## src/rtl/dct_pkg.sv

```systemverilog
// Shared defaults for the streaming DCT butterfly front end.
package dct_pkg;

    localparam int unsigned InWDef    = 15;
    localparam int unsigned FracWDef  = 10;
    localparam int unsigned OutWDef   = 18;
    localparam int unsigned PointsDef = 8;
    localparam int unsigned LanesDef  = PointsDef / 2;

    function automatic bit points_legal(input int unsigned p);
        return (p == 4) || (p == 8) || (p == 16);
    endfunction

endpackage

```

## src/rtl/dct_bfly_pair.sv

```systemverilog
// One butterfly lane: sign-extend both operands, then exact sum and difference.
module dct_bfly_pair #(
    parameter int unsigned IN_W  = 15,
    parameter int unsigned OUT_W = 18
) (
    input  logic [IN_W-1:0]  a_i,
    input  logic [IN_W-1:0]  b_i,
    output logic [OUT_W-1:0] sum_o,
    output logic [OUT_W-1:0] diff_o
);

    logic [OUT_W-1:0] a_ext;
    logic [OUT_W-1:0] b_ext;

    assign a_ext  = {{(OUT_W - IN_W){a_i[IN_W-1]}}, a_i};
    assign b_ext  = {{(OUT_W - IN_W){b_i[IN_W-1]}}, b_i};
    assign sum_o  = a_ext + b_ext;
    assign diff_o = a_ext - b_ext;

endmodule

```

## src/rtl/dct_bfly_stream.sv

```systemverilog
// Streaming first butterfly stage: buffers one frame of samples and emits all
// sum/difference lanes in the cycle after the last sample arrives.
module dct_bfly_stream
    import dct_pkg::*;
#(
    parameter int unsigned IN_W   = InWDef,
    parameter int unsigned FRAC_W = FracWDef,
    parameter int unsigned OUT_W  = OutWDef,
    parameter int unsigned POINTS = PointsDef
) (
    input  logic                         clk,
    input  logic                         rst,
    input  logic [IN_W-1:0]              in_data,
    input  logic                         in_valid,
    output logic                         in_ready,
    input  logic                         flush,
    output logic [(POINTS/2)*OUT_W-1:0]  out_sum,
    output logic [(POINTS/2)*OUT_W-1:0]  out_diff,
    output logic                         out_valid,
    input  logic                         out_ready
);

    localparam int unsigned Lanes = POINTS / 2;
    localparam int unsigned IdxW  = $clog2(POINTS);

    if (!points_legal(POINTS) || (OUT_W < IN_W + 1) || (FRAC_W >= IN_W)) begin : g_bad_params
        $error("dct_bfly_stream: illegal parameter combination");
    end

    logic [IdxW-1:0]        idx_q, idx_d;
    logic                   out_valid_q, out_valid_d;
    logic [Lanes*OUT_W-1:0] out_sum_q, out_diff_q;
    logic [Lanes*OUT_W-1:0] sum_w, diff_w;
    // Only x_0..x_(POINTS-2) are stored; the last sample feeds lane 0 directly.
    logic [IN_W-1:0]        buf_q [POINTS-1];

    logic last, accept, complete;

    assign last     = (idx_q == IdxW'(POINTS - 1));
    assign in_ready = rst && !(last && out_valid_q && !out_ready);
    assign accept   = in_valid && in_ready && !flush;
    assign complete = accept && last;

    always_comb begin
        idx_d = idx_q;
        if (flush) begin
            idx_d = '0;
        end else if (accept) begin
            idx_d = last ? '0 : idx_q + IdxW'(1);
        end
    end

    always_comb begin
        out_valid_d = out_valid_q;
        if (complete) begin
            out_valid_d = 1'b1;
        end else if (out_valid_q && out_ready) begin
            out_valid_d = 1'b0;
        end
    end

    always_ff @(posedge clk) begin
        if (!rst) begin
            idx_q       <= '0;
            out_valid_q <= 1'b0;
            out_sum_q   <= '0;
            out_diff_q  <= '0;
            for (int unsigned i = 0; i < POINTS - 1; i++) begin
                buf_q[i] <= '0;
            end
        end else begin
            idx_q       <= idx_d;
            out_valid_q <= out_valid_d;
            if (accept && !last) begin
                buf_q[idx_q] <= in_data;
            end
            if (complete) begin
                out_sum_q  <= sum_w;
                out_diff_q <= diff_w;
            end
        end
    end

    for (genvar k = 0; k < Lanes; k++) begin : g_lane
        logic [IN_W-1:0] b;
        if (k == 0) begin : g_first
            assign b = in_data;
        end else begin : g_rest
            assign b = buf_q[POINTS-1-k];
        end
        dct_bfly_pair #(
            .IN_W  (IN_W),
            .OUT_W (OUT_W)
        ) u_pair (
            .a_i    (buf_q[k]),
            .b_i    (b),
            .sum_o  (sum_w[k*OUT_W +: OUT_W]),
            .diff_o (diff_w[k*OUT_W +: OUT_W])
        );
    end

    assign out_sum   = out_sum_q;
    assign out_diff  = out_diff_q;
    assign out_valid = out_valid_q;

endmodule

```

## config.mk

```make
export PLATFORM = sky130hd
export DESIGN_NAME = dct_bfly_stream
export DESIGN_NICKNAME = d
export VERILOG_FILES = /design/src/rtl/dct_pkg.sv /design/src/rtl/dct_bfly_pair.sv /design/src/rtl/dct_bfly_stream.sv
export SDC_FILE = /design/constraint.sdc
export NUM_CORES = 1
export LEC_CHECK = 0
export BUFFER_PORTS_ARGS = -buffer_cell sky130_fd_sc_hd__buf_4
export CAP_MARGIN = 20
export CORE_UTILIZATION = 45
export DETAILED_ROUTE_END_ITERATION = 16
export PLACE_DENSITY = 0.75
export SLEW_MARGIN = 25
export SYNTH_ARGS = -nofsm -noshare
export SYNTH_HDL_FRONTEND = slang
export SYNTH_SLANG_ARGS = --single-unit
```

## constraint.sdc

```tcl
create_clock -name clk -period 4.9 [get_ports clk]
set_input_delay 0.98 -clock clk [delete_from_list [all_inputs] [get_ports clk]]
set_output_delay 0.98 -clock clk [all_outputs]
set_load 0.01 [all_outputs]
```

==> reports/results.ini, run 1 <==
[final_layout]
areaGrowthSynthToFinish_pct=15.6
layout-drive-gt1-share=0.139
final_common_cell=nor2_1
layout_common_cells=nor2_1 (239), buf_4 (177), dfxtp_1 (143)
n_fill_cell=2762
layout.nets=1859

[synthesis]
yosysTopAreaCell=dfxtp_1
async_reset_ff_frac=0
synthDistinctLibCells=74
avgSynthCellArea_um2=8.63
ys.flop_type=dfxtp_1
netlist_instances=1617
synth_top_area_frac=0.205
syn_nets=1767
netlist_area_um2=14000
synth_area_leaders=dfxtp_1 (21%), edfxtp_1 (19%), ha_1 (11%)
synth_edf_count=90
ys_warn_count=0
synth-seq-area-share=0.399
ys_ff_latch=233

[cts]
clk_pin_slew_ns=0.06
cts_tree=built
cts_hold_buf=0
cts-htree-levels=1
cts_resized=0
numClockSinks=233
cts_setup_buffers=0
numCtsBuffers=26
root_buffer=clkbuf_16
clk_latency_ns=0.54
cts_buffer_depth=3

[critical_path]
crit_start=flush
worst-path-max-fanout=16
r2r_slack_ns=1.88
crit_required_ns=5.06
startpoint_type=input pin
crit_end=buf_q[4][13]$_SDFFCE_PN0P_
cp_slowest_stage_delay_ns=0.66
timing.rr.end=buf_q[4][13]$_SDFFCE_PN0P_
cp_num_cells=5
worst_path_dominant_cell_family=simple AND/OR/NAND/NOR gates
crit_buf_inv=1
timing.rr.start=idx_q[0]$_SDFFE_PP0N_
reg2reg_depth=5
critical_path_class=in2reg
worstPathArrival_ns=3.23
slowest_stage=nand2_1
worst_setup_path_end_kind=register
critical_path.cell_chain=buf_4 > nand3b_1 > nor2_1 > nand3_1 > nand2_1

[global_routing]
grt_pass1_wl_um=57200
grt_pass1_vias=11000
grt_overflow=0
grt_usage=0.228
grt_antenna_before_repair=1
grt_max_degree=58

[floorplanning]
dieArea_um2=31700
io_pins=166
floorplan.initialDensity=0.457
rows=64
dieHeight_um=178
fp.dieW_um=178
coreArea_um2=30500

[pwr]
ir_drop_mv=0.259
p_clk_frac=0.428
power.density_nw_per_um2=279
power_switching_uw=1160
finalPower_uw=4510
leakagePower_uw=0.00679
seq_power_share=0.457
internal_power_uw=3350
swShare=0.257
p_comb_frac=0.115

[detailed_routing]
drc_errors=0
antenna_left=0
wl_um=36600
avgViaCountPerCell=5.54
drt-initial-drc-count=1051
routed-via-count=11800
first_pass_iters=5
routedWlPerCell_um=17.2

[placement]
globalplace.congestion=0.900
dp_hpwl_um=26500
io_buffers=165

[hold_path]
worst_hold_path_type=reg2reg

[timing]
rsz0062_at_grt=false
worstMarginPinSlew_ns=0.820
period_share=0.626
setup_viol=0
finalCriticalPeriod_ns=3.07
max_freq_ghz=0.326
hold_viol=0
relSlewSlack=0.453
tns_ns=0
maxSlewViolCount=0
clock_skew_ns=0.0176

[run_status]
outcome=finished, final reports clean

[job]
cap_violations=0

## metrics by stage
| step | util | cell area, µm² | hold WS, ns | worst slack, ns | cells |
|---|---|---|---|---|---|
| 2_1_floorplan | - | 14000 | 0.476 | 1.77 | 1617 |
| 3_3_place_gp | 0.501 | 15300 | 0.443 | 1.50 | 2077 |
| 3_5_place_dp | 0.501 | 15300 | 0.447 | 1.39 | 2077 |
| 4_1_cts | 0.529 | 16100 | 0.454 | 1.90 | 2125 |
| 5_1_grt | 0.529 | 16100 | 0.463 | 1.60 | 2125 |
| 6_report | 0.529 | 16100 | 0.449 | 1.83 | 2126 |
## registers in the layout, summed over array words and instances, names as in the netlist
signal / cells
out_valid: 1
out_sum: 63
buf_q: 105
idx_q: 3
out_diff: 61
## worst min-delay path by stage
stage | cells after the start | endpoint | startpoint | slack [ns]
6_report | 2 | out_diff[5]$_SDFFE_PN0P_ | out_diff[5]$_SDFFE_PN0P_ | 0.45
5_1_grt | 2 | out_sum[44]$_SDFFE_PN0P_ | out_sum[44]$_SDFFE_PN0P_ | 0.46
4_1_cts | 2 | out_diff[5]$_SDFFE_PN0P_ | out_diff[5]$_SDFFE_PN0P_ | 0.45
3_5_place_dp | 2 | out_diff[5]$_SDFFE_PN0P_ | out_diff[5]$_SDFFE_PN0P_ | 0.45
3_3_place_gp | 2 | out_diff[40]$_SDFFE_PN0P_ | out_diff[40]$_SDFFE_PN0P_ | 0.44
2_1_floorplan | 2 | out_diff[3]$_SDFFE_PN0P_ | out_diff[3]$_SDFFE_PN0P_ | 0.48
## layer usage
layer	share of wire	GRT usage	routed length, µm	vias up
li1	-	-	-	5818
met1	0.46	0.313	16700	5533
met2	0.46	0.369	16800	378
met3	0.065	0.0332	2380	49
met4	0.021	0.0673	769	0
met5	0	0	0	-
## power by group through the flow
stage / Clock [µW] / Combinational, µW / Sequential (µW)
after floorplan: 0 / 381 / 2100
after global placement: 0 / 501 / 2100
after detailed placement: 0 / 510 / 2100
after CTS: 1950 / 514 / 2060
after global routing: 2030 / 574 / 2060
final: 1930 / 519 / 2060
## logic make-up after synthesis
family | after synthesis | synth area share
AOI/OAI and AO/OA | 412 | 0.192
buffers and inverters | 241 | 0.0722
muxes | 11 | 0.00798
adders and majority gates | 130 | 0.121
and+or+nand+nor | 536 | 0.174
DFF | 233 | 0.399
xor gates and xnor gates | 54 | 0.0339
## worst reg2reg max path: stages, from the launching register on
cell     delay [ns]
dfxtp_1        0.39
ha_1           0.23
ha_1           0.25
nor2_1         0.54
nand3_1        0.58
nand2_1        0.67
## final cells by class
type	instances	area (µm²)	share of cell area
repair buffers	179	1370	0.0848
flip-flops and latches	233	5570	0.345
inverters	126	473	0.0293
well taps	396	495	0.0307
clock inverters	15	138	0.00853
multi-input cells	1143	7390	0.458
diodes	1	2.50	0.000155
clock buffers	33	698	0.0433
## cells in the mapped netlist, drive strengths merged, types with 41 or more instances
cell / count
xnor2: 41
nand2: 99
dfxtp: 143
nor3: 47
a211oi: 47
inv: 126
a21oi: 130
nor2: 239
o21ai: 84
clkbuf: 74
buf: 41
ha: 122
nand3: 47
edfxtp: 90
(Power assumes the default switching activity.)
==> inputs of run 2 (changes only) <==
--- a/config.mk
+++ b/config.mk
@@ -5,11 +5,12 @@
 export SDC_FILE = /design/constraint.sdc
 export NUM_CORES = 1
 export LEC_CHECK = 0
+export ABC_AREA = 1
 export BUFFER_PORTS_ARGS = -buffer_cell sky130_fd_sc_hd__buf_4
 export CAP_MARGIN = 20
 export CORE_UTILIZATION = 45
 export DETAILED_ROUTE_END_ITERATION = 16
-export PLACE_DENSITY = 0.75
+export PLACE_DENSITY = 0.77
 export SLEW_MARGIN = 25
 export SYNTH_ARGS = -nofsm -noshare
 export SYNTH_HDL_FRONTEND = slang
==> constraint.sdc (replaced) <==
create_clock -name clk -period 2.8 [get_ports clk]
set_input_delay 0.56 -clock clk [delete_from_list [all_inputs] [get_ports clk]]
set_output_delay 0.56 -clock clk [all_outputs]
set_load 0.01 [all_outputs]
==> run 2 against run 1 <==
Die area grew 14%. Setup slack lost 1.5 ns. Wire length grew 24%. Sequential share of layout area shrank 4.1 points. Core utilization shrank 0.075 points. Register-to-register slack lost 1.5 ns. Clock-buffer cell count shrank 3. Largest cell class unchanged. Critical path type is now reg2reg. Largest power group is now the clock network. Final area grew 14%. Highest routed layer unchanged. Flip-flop and latch count is the same. First-iteration DRC count grew 7.1%. Via count grew 25%. Critical endpoint is now buf_q[3][8]$_SDFFCE_PN0P_.
==> reports/results.ini, run 2 <==
[placement]
globalplace.congestion=0.938
io_buffers=165
placed_area_um2=17400
dp_hpwl_um=35000

[pwr]
power.density_nw_per_um2=480
ir_drop_mv=0.424
leakagePower_uw=0.00970

[final_layout]
areaGrowthSynthToFinish_pct=14.9
fin_area_um2=18300
layout-drive-gt1-share=0.101
final_common_cell=nand2_1
layout.nets=2572
layout_common_cells=nand2_1 (581), inv_1 (427), nor2_1 (233)
regMostFlops=buf_q
n_fill_cell=3426
antenna_cells=0
largest_reg_flops=105
fin_util=0.528

[critical_path]
cp_slowest_stage_delay_ns=0.38
timing.rr.start=idx_q[0]$_SDFFE_PP0N_
crit_required_ns=2.94
critical_path_class=reg2reg
worst-path-max-fanout=15
worstPathArrival_ns=2.59
crit_start=idx_q[0]$_SDFFE_PP0N_
r2r_slack_ns=0.35
critical_path.cell_chain=ha_1 > ha_1 > nor2_2 > inv_2 > nor2_4 > inv_1 > o21ai_0 > inv_1 > nand2_2 > nand2_1
startpoint_type=register
timing.rr.end=buf_q[3][8]$_SDFFCE_PN0P_
reg2reg_depth=10
slowest_stage=nand2_1
worst_setup_path_end_kind=register

[timing]
period_share=0.875
hold_slack_ns=0.303
finalCriticalPeriod_ns=2.45
tns_ns=0
hold_viol=0
max_freq_ghz=0.408
maxSlewViolCount=0
worstMarginPinSlew_ns=0.638
relSlewSlack=0.574
rsz0062_at_grt=false
setup_viol=0
clock_skew_ns=0.0125

[detailed_routing]
wl_um=45600
drc_errors=0
routed-via-count=14800
avgViaCountPerCell=5.10
routedWlPerCell_um=15.7
antenna_left=0
first_pass_iters=7
drt-initial-drc-count=1126

[cts]
cts_setup_buffers=0
numCtsBuffers=27
clk_latency_ns=0.55
numClockSinks=233
cts_tree=built
clk_pin_slew_ns=0.06
cts_hold_buf=0
cts_buffer_depth=3
cts_resized=0
root_buffer=clkbuf_16
cts-htree-levels=1

[synthesis]
avgSynthCellArea_um2=6.88
yosysTopAreaCell=dfxtp_1
ys.flop_type=dfxtp_1
ys_warn_count=0
synth_edf_count=90
netlist_area_um2=16000
netlist_instances=2320
yosysMostFrequentCell=nand2_1
async_reset_ff_frac=0
syn_nets=2470
synthDistinctLibCells=34
synth_area_leaders=dfxtp_1 (18%), edfxtp_1 (17%), nand2_1 (14%)
ys_ff_latch=233
synth_top_area_frac=0.179
synth_common_cells=nand2_1 (581), inv_1 (427), nor2_1 (233)
synth-seq-area-share=0.349

[hold_path]
hold_depth=4
worst_hold_path_type=in2reg
hp-start=flush
hold_end=idx_q[2]$_SDFFE_PP0N_

[floorplanning]
io_pins=166
fp.dieW_um=190
dieHeight_um=190
dieArea_um2=36200
floorplan.initialDensity=0.460
rows=68
coreArea_um2=34700

[global_routing]
grt_overflow=0
grt_pass1_vias=14100
grt_antenna_before_repair=0
grt_pass1_wl_um=72600
grt_usage=0.252
grt_max_degree=146

[job]
cap_violations=0

[run_status]
outcome=finished, final reports clean

-- run 2: cell types whose count changed after synthesis, moves of 38 or more --
| cell | before | now |
|---|---|---|
| nand3_1 | 47 | 186 |
| nand2_1 | 99 | 581 |
| xnor2_1 | 41 | 3 |
| o21a_1 | 24 | 62 |
| a211oi_1 | 47 | 1 |
| inv_1 | 126 | 427 |
-- run 2: how the worst max path moves through the flow --
stage	to	slack, ns	depth (start not counted)
global route	out_sum[53]$_SDFFE_PN0P_	0.16	11
detailed placement	out_sum[13]$_SDFFE_PN0P_	0.29	11
global placement	out_sum[13]$_SDFFE_PN0P_	0.26	11
finish	buf_q[3][8]$_SDFFCE_PN0P_	0.35	10
floorplan	buf_q[5][0]$_DFFE_PP_	0.47	8
CTS	in_ready	0.34	6
-- run 2: worst max-delay path: cells and delay by family (launching register included) --
| kind | cells | cell delay, ns |
|---|---|---|
| AOI/OAI and AO/OA | 1 | 0.13 |
| adders and majority gates | 2 | 0.47 |
| buffers and inverters | 3 | 0.29 |
| DFF | 1 | 0.36 |
| and+or+nand+nor | 4 | 0.79 |
-- run 2: metal layers --
metal	share of wire	vias to the layer above	global-route usage
met5	0	-	0
met4	0.027	0	0.0797
met3	0.053	82	0.0283
met2	0.47	430	0.431
met1	0.45	6779	0.331
li1	-	7474	-
-- run 2: cell families after synthesis --
logic type,after synthesis,synth area share
AND/OR/NAND/NOR,1059,0.273
flip-flops,233,0.349
buffers and inverters,545,0.139
adder cells (fa/ha/maj),130,0.106
AO/OA/AOI/OAI,323,0.117
XOR/XNOR,30,0.0165
-- run 2: area by class of cell --
| type | instances | area [µm²] | area share |
|---|---|---|---|
| clock inverter | 19 | 262 | 0.0143 |
| timing repair buffer | 188 | 1460 | 0.0797 |
| tap | 455 | 569 | 0.0311 |
| clock buffer | 30 | 687 | 0.0375 |
| multi-input combinational | 1542 | 8170 | 0.446 |
| inverter | 430 | 1610 | 0.0880 |
| sequential | 233 | 5570 | 0.304 |
-- run 2: per-stage QoR --
step	instances	power [µW]	setup WS, ns
global placement	2848	5070	0.261
finish	2897	8800	0.349
CTS	2897	8840	0.338
detailed placement	2848	5070	0.290
floorplan	2320	4680	0.470
global route	2897	9180	0.159
-- run 2: power breakdown --
part	switching (µW)	internal, µW	leakage (µW)
logic	950	425	0.00718
registers	60.2	3590	0.00206
clock network	1450	2320	0.000459
